[config.mk]
export PLATFORM = sky130hd
export DESIGN_NAME = cam_capture
export DESIGN_NICKNAME = d
export VERILOG_FILES = /design/src/rtl/cam_capture.sv
export SDC_FILE = /design/constraint.sdc
export NUM_CORES = 1
export LEC_CHECK = 0
export ABC_AREA = 1
export BUFFER_PORTS_ARGS = -buffer_cell sky130_fd_sc_hd__buf_2
export CAP_MARGIN = 20
export CORE_MARGIN = 2
export CORE_UTILIZATION = 61
export CTS_CLUSTER_DIAMETER = 50
export DETAILED_ROUTE_END_ITERATION = 8
export GPL_TIMING_DRIVEN = 0
export PLACE_DENSITY = 0.86
export SYNTH_ARGS = -nofsm -noshare
export SYNTH_HDL_FRONTEND = slang
export SYNTH_SLANG_ARGS = --single-unit
[constraint.sdc]
create_clock -name pclk -period 4.5 [get_ports pclk]
set_clock_uncertainty 0.05 [all_clocks]
set_input_delay 0.225 -clock pclk [delete_from_list [all_inputs] [get_ports pclk]]
set_output_delay 0.225 -clock pclk [all_outputs]
set_load 0.02 [all_outputs]
[src/rtl/cam_capture.sv]
// Parallel camera capture: assembles BPP bytes into a pixel, tracks x/y, counts frames, flags line/frame size errors.
// Latency: pixel_valid one cycle after the last byte of a pixel; no backpressure, the camera is free-running.
module cam_capture #(
  parameter int DATA_W    = 8,
  parameter int BPP       = 2,
  parameter int MSB_FIRST = 1,
  parameter int H_ACTIVE  = 640,
  parameter int V_ACTIVE  = 480,
  localparam int XW = $clog2(H_ACTIVE + 1),
  localparam int YW = $clog2(V_ACTIVE + 1)
) (
  input  logic                  pclk,
  input  logic                  rst_n,
  input  logic                  vsync,
  input  logic                  href,
  input  logic [DATA_W-1:0]     d,
  input  logic                  enable,
  input  logic                  clear_err,
  output logic [DATA_W*BPP-1:0] pixel,
  output logic                  pixel_valid,
  output logic [XW-1:0]         x,
  output logic [YW-1:0]         y,
  output logic                  sof,
  output logic                  eol,
  output logic                  frame_done,
  output logic [15:0]           frame_cnt,
  output logic                  line_err,
  output logic                  frame_err
);

  typedef enum logic [2:0] {S_IDLE, S_WAIT_VS_HI, S_WAIT_VS_LO, S_FRAME, S_END} state_t;

  localparam logic [XW-1:0] LP_H    = XW'(H_ACTIVE);
  localparam logic [YW-1:0] LP_V    = YW'(V_ACTIVE);
  localparam logic [1:0]    LP_LAST = 2'(BPP - 1);

  state_t                  r_state;
  logic                    r_vsync_d, r_href_d;
  logic [1:0]              r_byte_cnt;
  logic [DATA_W-1:0]       r_bytes [BPP];
  logic [XW-1:0]           r_pcnt, r_x;
  logic [YW-1:0]           r_y;
  logic                    r_line_got;
  logic [DATA_W*BPP-1:0]   r_pixel;
  logic                    r_pixel_valid, r_sof, r_eol, r_frame_done;
  logic [15:0]             r_frame_cnt;
  logic                    r_line_err, r_frame_err;

  logic                    w_vs_rise, w_in_frame, w_end_go, w_line_ok;
  logic                    w_byte, w_pix_done, w_pix_drop, w_line_end;
  logic                    w_line_set, w_frame_set;
  logic [DATA_W*BPP-1:0]   w_pix_asm;

  assign w_vs_rise  = vsync & ~r_vsync_d;
  assign w_in_frame = (r_state == S_FRAME);
  assign w_end_go   = w_in_frame & w_vs_rise;
  assign w_line_ok  = (r_y < LP_V);
  assign w_byte     = w_in_frame & ~w_vs_rise & href & w_line_ok;
  assign w_pix_done = w_byte & (r_byte_cnt == LP_LAST);
  assign w_pix_drop = w_pix_done & (r_pcnt >= LP_H);
  // A falling href only closes a line that actually delivered bytes.
  assign w_line_end = w_in_frame & ~w_vs_rise & ~href & r_href_d & r_line_got;
  assign w_line_set = w_pix_drop |
                      (w_line_end & ((r_byte_cnt != 2'd0) | (r_pcnt != LP_H)));
  assign w_frame_set = (w_in_frame & ~w_vs_rise & href & ~w_line_ok) |
                       (w_end_go & (r_y != LP_V));

  // The final byte is taken straight from d, so the pixel is ready on the completing edge.
  always_comb begin
    w_pix_asm = '0;
    for (int i = 0; i < BPP; i++) begin
      if (MSB_FIRST != 0)
        w_pix_asm[(BPP-1-i)*DATA_W +: DATA_W] = (i == BPP-1) ? d : r_bytes[i];
      else
        w_pix_asm[i*DATA_W +: DATA_W] = (i == BPP-1) ? d : r_bytes[i];
    end
  end

  always_ff @(posedge pclk or negedge rst_n) begin
    if (!rst_n) begin
      for (int i = 0; i < BPP; i++) r_bytes[i] <= '0;
    end else begin
      for (int i = 0; i < BPP; i++)
        if (w_byte && (r_byte_cnt == 2'(i))) r_bytes[i] <= d;
    end
  end

  always_ff @(posedge pclk or negedge rst_n) begin
    if (!rst_n) begin
      r_state       <= S_IDLE;
      r_vsync_d     <= 1'b0;
      r_href_d      <= 1'b0;
      r_byte_cnt    <= 2'd0;
      r_pcnt        <= '0;
      r_x           <= '0;
      r_y           <= '0;
      r_line_got    <= 1'b0;
      r_pixel       <= '0;
      r_pixel_valid <= 1'b0;
      r_sof         <= 1'b0;
      r_eol         <= 1'b0;
      r_frame_done  <= 1'b0;
      r_frame_cnt   <= 16'd0;
      r_line_err    <= 1'b0;
      r_frame_err   <= 1'b0;
    end else begin
      r_vsync_d     <= vsync;
      r_href_d      <= href;
      r_pixel_valid <= 1'b0;
      r_sof         <= 1'b0;
      r_eol         <= 1'b0;
      r_frame_done  <= 1'b0;
      r_line_err    <= w_line_set  | (r_line_err  & ~clear_err);
      r_frame_err   <= w_frame_set | (r_frame_err & ~clear_err);
      case (r_state)
        S_IDLE:       if (enable) r_state <= S_WAIT_VS_HI;
        S_WAIT_VS_HI: if (!enable) r_state <= S_IDLE;
                      else if (vsync) r_state <= S_WAIT_VS_LO;
        S_WAIT_VS_LO: if (!enable) r_state <= S_IDLE;
                      else if (!vsync) r_state <= S_FRAME;
        S_FRAME: begin
          if (w_vs_rise) begin
            r_state      <= S_END;
            r_frame_done <= 1'b1;
            r_frame_cnt  <= r_frame_cnt + 16'd1;
            r_y          <= '0;
            r_x          <= '0;
            r_pcnt       <= '0;
            r_byte_cnt   <= 2'd0;
            r_line_got   <= 1'b0;
          end else if (w_byte) begin
            r_line_got <= 1'b1;
            if (w_pix_done) begin
              r_byte_cnt <= 2'd0;
              if (!w_pix_drop) begin
                r_pixel       <= w_pix_asm;
                r_pixel_valid <= 1'b1;
                r_x           <= r_pcnt;
                r_sof         <= (r_pcnt == '0) && (r_y == '0);
                r_pcnt        <= r_pcnt + XW'(1);
              end
            end else begin
              r_byte_cnt <= r_byte_cnt + 2'd1;
            end
          end else if (w_line_end) begin
            r_eol      <= 1'b1;
            r_byte_cnt <= 2'd0;
            r_pcnt     <= '0;
            r_x        <= '0;
            r_line_got <= 1'b0;
            r_y        <= r_y + YW'(1);
          end
        end
        S_END:   r_state <= enable ? S_WAIT_VS_LO : S_IDLE;
        default: r_state <= S_IDLE;
      endcase
    end
  end

  assign pixel       = r_pixel;
  assign pixel_valid = r_pixel_valid;
  assign x           = r_x;
  assign y           = r_y;
  assign sof         = r_sof;
  assign eol         = r_eol;
  assign frame_done  = r_frame_done;
  assign frame_cnt   = r_frame_cnt;
  assign line_err    = r_line_err;
  assign frame_err   = r_frame_err;

endmodule

==> results.yml, run 1 <==
run_status:
  status: "finished clean"
die:
  dieArea_um2: 7590
  io_pins: 71
  core_area_um2: 6760
  die_w_um: 87.1
  dieHeight_um: 87.1
  rows: 30
  initial_core_util: 0.624
clocking:
  path_clk_slew_ps: 100
  cts_sinks: 83
  post_cts_buffers: 0
  cts_max_level: 3
  clock_path_buffers: 2
  root_buffer: "clkbuf_8"
  cts_resized: 0
  cts_buffers: 9
  clock_latency_ps: 350
  cts_tree: "yes"
logic_synthesis:
  synthCells: 536
  ys_ff_latch: 83
  synth-compound-area-share: 0.0659
  synth_xor_area_frac: 0.0270
  synth_fa_ha_area_frac: 0.0149
  syn_nets: 555
  synth_edf_count: 0
  yosys.area_share.simple: 0.317
  synth.area.mux_share: 0
  syn_avg_cell_area_um2: 7.86
  synth_ff_type: "dfrtp_1"
  yosys_warnings: 0
  synthArstFlopShare: 1.00
  synth.distinct_cells: 26
  ys_seq_area_frac: 0.493
  netlist_area_um2: 4210
  synth_top_family_by_area: "simple AND/OR/NAND/NOR gates"
routing:
  avgRoutedWirePerCell_um: 13.3
  drc: 0
  drtIter0Drc: 287
  wl_um: 9390
  vias_per_cell: 5.27
  first_pass_iters: 4
  final_antenna_net_count: 0
  routed-via-count: 3719
power_and_ir_drop:
  ir_worst_vdd_uv: 220
  power.leakage_uw: 0.00272
  p_per_area_nw_per_um2: 461
  finalPower_uw: 2280
worst_setup_path:
  cp.arrival_ps: 2010
  critPathKind: "input pin to flip-flop"
  cp.depth: 11
  ff2ff_path_depth: 7
  critPathTopFamily: "buffers and inverters"
  critPathCaptureType: "flip-flop"
  slowest_delay_ps: 510
  path_max_fanout: 10
  cpMostUsedCell: "nor2_1"
  cp.required_ps: 4700
  critPathBufInv: 5
  crit_chain: "dlygate4sd3_1 > buf_2 > inv_1 > nor2_1 > nor2_1 > nand4_1 > nor2_1 > buf_4 > buf_6 > nand2_1 > nand2_1"
  crit_path_start_kind: "input pin"
  crit_slowest_cell: "dlygate4sd3_1"
sta:
  max_slew_margin: 0.672
  finalMaxSlewViolations: 0
  hold_viol_final: 0
  setup_tns_ps: 0
  setup_viol: 0
  tightest_slew_ps: 492
  whs_ps: 95.5
  max_freq_mhz: 551
  post-route-period-util: 0.403
  rsz0062_at_grt: "false"
  period_minus_slack_ps: 1820
flow_run:
  cap_violations: 0
min_path:
  holdPathStages: 3
  hp-class: "input pin to flip-flop"
global_routing:
  grt_pass1_vias: 3415
  grt_max_degree: 49
  grt_pass1_wl_um: 15500
  gr-total-overflow: 0
  grtUsageTotal: 0.258
  antenna_found_initial: 0
place:
  hpwl_um: 6690
  io_buffers: 70
  place.gp.congestion: 0.862
  placed_cell_area_um2: 4690
finish:
  antenna_cells: 0
  layout-drive-gt1-share: 0.200
  final_cell_area_um2: 4950
  final_common_cell: "nand2_1"
  final_cell_mix: "nand2_1 (188), dfrtp_1 (83), buf_2 (73)"
  final_nets: 640
  area_delta_synth_final_pct: 17.5
  fin_util: 0.733
worst paths after layout:
check	slack, ps	to	start
hold / removal	100	pixel[7]$_DFFE_PN0P_	d[7]
max in group asynchronous	3490	r_pcnt[1]$_DFFE_PN0P_	rst_n
setup / recovery	2680	r_pcnt[1]$_DFFE_PN0P_	vsync
hold reg to reg	430	pixel[11]$_DFFE_PN0P_	r_bytes[11]$_DFFE_PN0P_
min in group asynchronous	320	frame_cnt[15]$_DFFE_PN0P_	rst_n
setup reg to reg	2780	r_pcnt[5]$_DFFE_PN0P_	y[5]$_DFFE_PN0P_
layer usage:
metal,wire [um],vias up,global-route usage
met4,198,0,0.0923
li1,-,1841,-
met5,0,-,0
met3,350,20,0.0313
met1,4240,1746,0.349
met2,4600,112,0.430
power breakdown:
part           internal (uW)  leakage, uW  switching (uW)
clock                    322     0.000115             296
combinational            216      0.00149             423
sequential               887      0.00112             138
total                   1420      0.00272             856
layout make-up:
class                   count  area (um2)
plain buffers              16         114
clock buffers               9         124
clock inverters             7         104
fillers                   502        1810
inverters                  62         233
multi-input cells         375        1790
flip-flops and latches     83        2080
well taps                  80         100
repair buffers             74         410
sequential cells by signal, indices dropped and copies added, names as in the netlist:
| signal | cells |
|---|---|
| eol | 1 |
| r_bytes | 8 |
| frame_err | 1 |
| r_state | 3 |
| r_byte_cnt | 2 |
| line_err | 1 |
| frame_cnt | 16 |
| sof | 1 |
| x | 10 |
| pixel_valid | 1 |
| y | 9 |
| r_pcnt | 10 |
| frame_done | 1 |
| r_line_got | 1 |
| pixel | 16 |
| r_href_d | 1 |
| r_vsync_d | 1 |
cells by family (layout without fill, tap and decap cells):
group | count (synthesis) | after routing
buffers and inverters | 78 | 168
AOI/OAI and AO/OA | 43 | 43
and+or+nand+nor | 314 | 314
DFF | 83 | 83
xor gates and xnor gates | 13 | 13
adders and majority gates | 5 | 5
per-stage QoR:
step	setup slack [ps]	cells
after detailed placement	2800	687
after global routing	2550	706
after CTS	2720	706
final	2680	706
after floorplan	2960	536
after global placement	2500	686
cells in the mapped netlist, drive strengths merged (6+ instances only):
library cell | instances | area (um2)
nor2 | 58 | 230
nand4 | 12 | 75.1
xnor2 | 7 | 61.3
o21ai | 35 | 235
buf | 11 | 95.1
a21oi | 7 | 35.0
nand3 | 46 | 265
inv | 62 | 233
dfrtp | 83 | 2080
nand2 | 192 | 731
xor2 | 6 | 52.6
tightest hold or removal path: stages:
cell and delay (ps):
buf_2 90, inv_1 90, o21ai_2 70
repair_timing:
action	in CTS	in global routing
hold buffers	3	0
setup endpoints to repair	0	0
hold endpoints to repair	37	0
Note: power is estimated with default switching activity, not from simulation.
==> run 2, diff against run 1 <==
--- a/config.mk
+++ b/config.mk
@@ -9,11 +9,11 @@
 export BUFFER_PORTS_ARGS = -buffer_cell sky130_fd_sc_hd__buf_2
 export CAP_MARGIN = 20
 export CORE_MARGIN = 2
-export CORE_UTILIZATION = 61
+export CORE_UTILIZATION = 56
 export CTS_CLUSTER_DIAMETER = 50
 export DETAILED_ROUTE_END_ITERATION = 8
 export GPL_TIMING_DRIVEN = 0
-export PLACE_DENSITY = 0.86
+export PLACE_DENSITY = 0.79
 export SYNTH_ARGS = -nofsm -noshare
 export SYNTH_HDL_FRONTEND = slang
 export SYNTH_SLANG_ARGS = --single-unit
==> constraint.sdc (replaced) <==
create_clock -name pclk -period 1.86 [get_ports pclk]
set_clock_uncertainty 0.05 [all_clocks]
set_input_delay 0.093 -clock pclk [delete_from_list [all_inputs] [get_ports pclk]]
set_output_delay 0.093 -clock pclk [all_outputs]
set_load 0.02 [all_outputs]
==> run 2 against run 1 <==
First-iteration DRC count shrank 36%. Combinational power grew 140%. Setup slack lost 2500 ps. Power grew 130%. Core utilization decreased by 4.1 points. Hold slack worse by 33 ps. Routed wire length is 3.4% higher. Non-clock buffer count rose by 9. Critical path type is now flip-flop to flip-flop. Critical endpoint is now pixel[6]$_DFFE_PN0P_. Largest power group unchanged.
==> results.yml, run 2 (synthesis results as in run 1) <==
sta:
  rsz0062_at_grt: "false"
  tightest_slew_ps: 452
  max_freq_mhz: 585
  hold_viol_final: 0
  setup_tns_ps: 0
  setup_viol: 0
  finalMaxSlewViolations: 0
  whs_ps: 62.4
  max_slew_margin: 0.699
  period_minus_slack_ps: 1710
  post-route-period-util: 0.919
die:
  core_area_um2: 7250
  rows: 31
  dieArea_um2: 8230
  initial_core_util: 0.581
  dieHeight_um: 90.7
  io_pins: 71
  die_w_um: 90.7
worst_setup_path:
  cp.required_ps: 2070
  critical_path.endpoint: "pixel[6]$_DFFE_PN0P_"
  critPathKind: "flip-flop to flip-flop"
  r2r_slack_ps: 150
  critPathCaptureType: "flip-flop"
  crit_path_start_kind: "flip-flop"
  regToRegEndpoint: "pixel[6]$_DFFE_PN0P_"
  rr_startpoint: "y[5]$_DFFE_PN0P_"
  startpoint: "y[5]$_DFFE_PN0P_"
  path_max_fanout: 10
  cp.arrival_ps: 1920
  ff2ff_path_depth: 7
power_and_ir_drop:
  finalPower_uw: 5270
  ir_worst_vdd_uv: 771
  p_per_area_nw_per_um2: 1050
  power.leakage_uw: 0.00272
finish:
  final_nets: 649
  antenna_cells: 0
  final_cell_area_um2: 5020
  area_delta_synth_final_pct: 19.2
  final_common_cell: "nand2_1"
  final_cell_mix: "nand2_1 (188), dfrtp_1 (82), buf_2 (73)"
  layout-drive-gt1-share: 0.198
  finalNonFillerCells: 734
place:
  io_buffers: 70
  dp.cells: 706
  place.gp.congestion: 0.871
  hpwl_um: 6840
  placed_cell_area_um2: 4720
clocking:
  clock_latency_ps: 360
  path_clk_slew_ps: 100
  post_cts_buffers: 0
  clock_path_buffers: 2
  cts_max_level: 3
  cts_buffers: 9
  root_buffer: "clkbuf_8"
  cts_sinks: 83
  cts_tree: "yes"
global_routing:
  gr-total-overflow: 0
  antenna_found_initial: 0
  grt_pass1_vias: 3688
  grtUsageTotal: 0.253
  grt_pass1_wl_um: 17000
  grt_max_degree: 71
run_status:
  status: "finished clean"
routing:
  wl_met3_um: 305
  routed-via-count: 3791
  wl_um: 9710
  first_pass_iters: 5
  wl_met1_um: 4420
  avgRoutedWirePerCell_um: 13.2
  final_antenna_net_count: 0
  vias_per_cell: 5.16
  drc: 0
  highest_layer: "met4"
  drtIter0Drc: 183
  wl_met2_um: 4840
min_path:
  hp-class: "input pin to flip-flop"
  min-delay-start: "enable"
flow_run:
  cap_violations: 0
run 2: cell count changes in the layout (fill, tap and decap cells not counted):
cell,change
clkinvlp_4,+2
inv_6,-1
dlygate4sd3_1,+9
clkinv_4,+1
dfrtp_2,+1
bufinv_16,-2
dfrtp_1,-1
run 2: routing by layer:
layer / track usage / vias up
li1: - / 1866
met1: 0.335 / 1837
met2: 0.432 / 73
met3: 0.0342 / 15
met4: 0.0795 / 0
met5: 0 / -
run 2: worst max-delay path: stages (launching register included):
cell and delay [ps]:
dfrtp_1 470, nand4_1 220, inv_1 100, nor2_4 220
nand3_4 200, buf_6 220, nand2_2 70, o21ai_2 50
run 2: through the flow:
step	setup WS, ps	utilization
floorplan	316	-
global placement	-11.6	0.646
detailed placement	155	0.650
CTS	140	0.692
global route	3.58	0.692
finish	151	0.692
run 2: cell type report:
type / instances / area (um2)
fill: 612 / 2230
sequential: 83 / 2080
multi-input combinational: 375 / 1790
timing repair buffer: 83 / 500
inverter: 62 / 233
clock buffer: 9 / 124
tap: 99 / 124
buffer: 16 / 114
clock inverter: 7 / 58.8
run 2: worst min-delay path by stage:
stage | slack [ps] | end | cells past startpoint
floorplan | -250 | eol$_DFF_PN0_ | 0
global placement | 210 | r_vsync_d$_DFF_PN0_ | 1
detailed placement | -80 | y[1]$_DFFE_PN0P_ | 1
CTS | 50 | r_state[1]$_DFFE_PN0P_ | 4
global route | 100 | r_state[1]$_DFFE_PN0P_ | 4
finish | 60 | r_state[1]$_DFFE_PN0P_ | 4
run 2: what timing repair did:
action                                 CTS  global route
hold buffers                            12             0
endpoints found under the hold margin  102             0
setup endpoints to repair                0            15
gates resized for setup                  0             1
run 2: where the power goes:
| part | internal [uW] | switching (uW) | leakage, uW |
|---|---|---|---|
| Clock | 504 | 728 | 0.0000868 |
| Sequential | 2150 | 340 | 0.00111 |
| Combinational | 530 | 1030 | 0.00152 |
==> run 3, diff against run 2 <==
--- a/config.mk
+++ b/config.mk
@@ -13,6 +13,7 @@
 export CTS_CLUSTER_DIAMETER = 50
 export DETAILED_ROUTE_END_ITERATION = 8
 export GPL_TIMING_DRIVEN = 0
+export HOLD_SLACK_MARGIN = 0.12
 export PLACE_DENSITY = 0.79
 export SYNTH_ARGS = -nofsm -noshare
 export SYNTH_HDL_FRONTEND = slang
==> run 3 against run 2 <==
Clock-buffer cell count unchanged. Non-clock buffer count up 2. First-iteration DRC count up 2.7%. Clock power about the same. Setup slack worse by 7.7 ps. Power up 0.12%. Final cell count up 0.27%. Highest routed layer unchanged. Via count up 0.29%. Largest cell class unchanged. Die area unchanged.
==> results.yml, run 3 (synthesis results as in run 1) <==
clocking:
  cts_tree: "yes"
  clock_path_buffers: 2
  cts_sinks: 83
  root_buffer: "clkbuf_8"
  cts_buffers: 9
  cts_max_level: 3
  clock_latency_ps: 360
  path_clk_slew_ps: 100
sta:
  whs_ps: 223
  period_minus_slack_ps: 1720
  rsz0062_at_grt: "false"
  max_freq_mhz: 583
  post-route-period-util: 0.923
  hold_viol_final: 0
  tightest_slew_ps: 639
  max_slew_margin: 0.573
  setup_tns_ps: 0
  setup_slack_ps: 144
  finalMaxSlewViolations: 0
  setup_viol: 0
finish:
  finalNonFillerCells: 736
  final_common_cell: "nand2_1"
  final_nets: 651
  layout-drive-gt1-share: 0.198
  antenna_cells: 0
  seqCellArea_um2: 2080
  fin_util: 0.695
  final_cell_mix: "nand2_1 (188), dfrtp_1 (82), buf_2 (73)"
  area_delta_synth_final_pct: 19.7
  multi_input_area_um2: 1790
  num-fill-cells: 611
routing:
  avgRoutedWirePerCell_um: 13.2
  routed-via-count: 3802
  drc: 0
  final_antenna_net_count: 0
  first_pass_iters: 4
  wl_um: 9690
  drtIter0Drc: 188
  vias_per_cell: 5.17
global_routing:
  grtUsageTotal: 0.253
  gr-total-overflow: 0
  grt_pass1_wl_um: 17000
  grt_max_degree: 71
  grt_pass1_vias: 3698
  antenna_found_initial: 0
run_status:
  status: "finished clean"
worst_setup_path:
  path_max_fanout: 10
  slowest_delay_ps: 470
  crit_path_start_kind: "flip-flop"
  cp.arrival_ps: 1930
  critPathKind: "flip-flop to flip-flop"
  crit_chain: "nand4_1 > inv_1 > nor2_4 > nand3_4 > buf_6 > nand2_2 > o21ai_2"
  critPathCaptureType: "flip-flop"
  cp.required_ps: 2070
  crit_slowest_cell: "dfrtp_1"
place:
  hpwl_um: 6840
  io_buffers: 70
  place.gp.congestion: 0.871
  dp.cells: 706
  place_ws_ps: 155
die:
  io_pins: 71
  rows: 31
  dieArea_um2: 8230
  die_w_um: 90.7
  initial_core_util: 0.581
  core_area_um2: 7250
  dieHeight_um: 90.7
flow_run:
  cap_violations: 0
min_path:
  hp-class: "input pin to asynchronous set/reset pin"
power_and_ir_drop:
  power.leakage_uw: 0.00273
  p_per_area_nw_per_um2: 1050
  ir_worst_vdd_uv: 764
==> run 3: cell count changes in the layout (fill, tap and decap cells not counted), sizes merged <==
cell / previous run / this run
dlygate4sd3: 12 / 14
==> run 3: final timing paths <==
kind | from | endpoint | slack, ps | depth (start not counted)
max | y[5]$_DFFE_PN0P_ | pixel[6]$_DFFE_PN0P_ | 140 | 7
min | rst_n | y[3]$_DFFE_PN0P_ | 220 | 3
max reg2reg | y[5]$_DFFE_PN0P_ | pixel[6]$_DFFE_PN0P_ | 140 | 7
min reg2reg | r_bytes[11]$_DFFE_PN0P_ | pixel[11]$_DFFE_PN0P_ | 430 | 2
max in group asynchronous | rst_n | frame_cnt[6]$_DFFE_PN0P_ | 530 | 3
min in group pclk | vsync | r_vsync_d$_DFF_PN0_ | 370 | 2
==> run 3: area by class of cell <==
type,instances,share of cell area
buffer,16,0.0226
clock buffer,9,0.0246
clock inverter,7,0.0117
multi-input combinational,375,0.355
timing repair buffer,85,0.103
sequential,83,0.412
tap,99,0.0246
inverter,62,0.0462
==> run 3: power breakdown <==
group | switching (uW) | leakage, uW | internal (uW) | total [uW]
combinational | 1020 | 0.00153 | 533 | 1560
clock | 734 | 0.0000868 | 504 | 1240
sequential | 338 | 0.00111 | 2150 | 2490
total | 2100 | 0.00273 | 3180 | 5280
==> run 3: what timing repair did <==
item	4_1_cts	5_1_grt
endpoints found under the hold margin	106	0
setup endpoints to repair	0	15
buffers inserted	0	0
gates resized for setup	0	1
hold buffers	14	0
==> run 3: routing by layer <==
metal  GRT usage  wire (um)  vias to the layer above
met2       0.433       4810                       71
met4      0.0795        161                        0
met3      0.0342        302                       16
met1       0.334       4420                     1847
li1            -          -                     1868
met5           0          0                        -
==> run 3: worst max-delay path: cells and delay by family, from the launching register on <==
family	cells	cell delay (ps)
simple gates	4	720
flops	1	470
buf+inv	2	320
compound gates	1	50
==> run 3: metrics by stage <==
step	cell area, um2	total power (uW)
floorplan	4210	3510
global placement	4690	3950
detailed placement	4720	4030
CTS	5040	5280
global route	5040	5600
finish	5040	5280
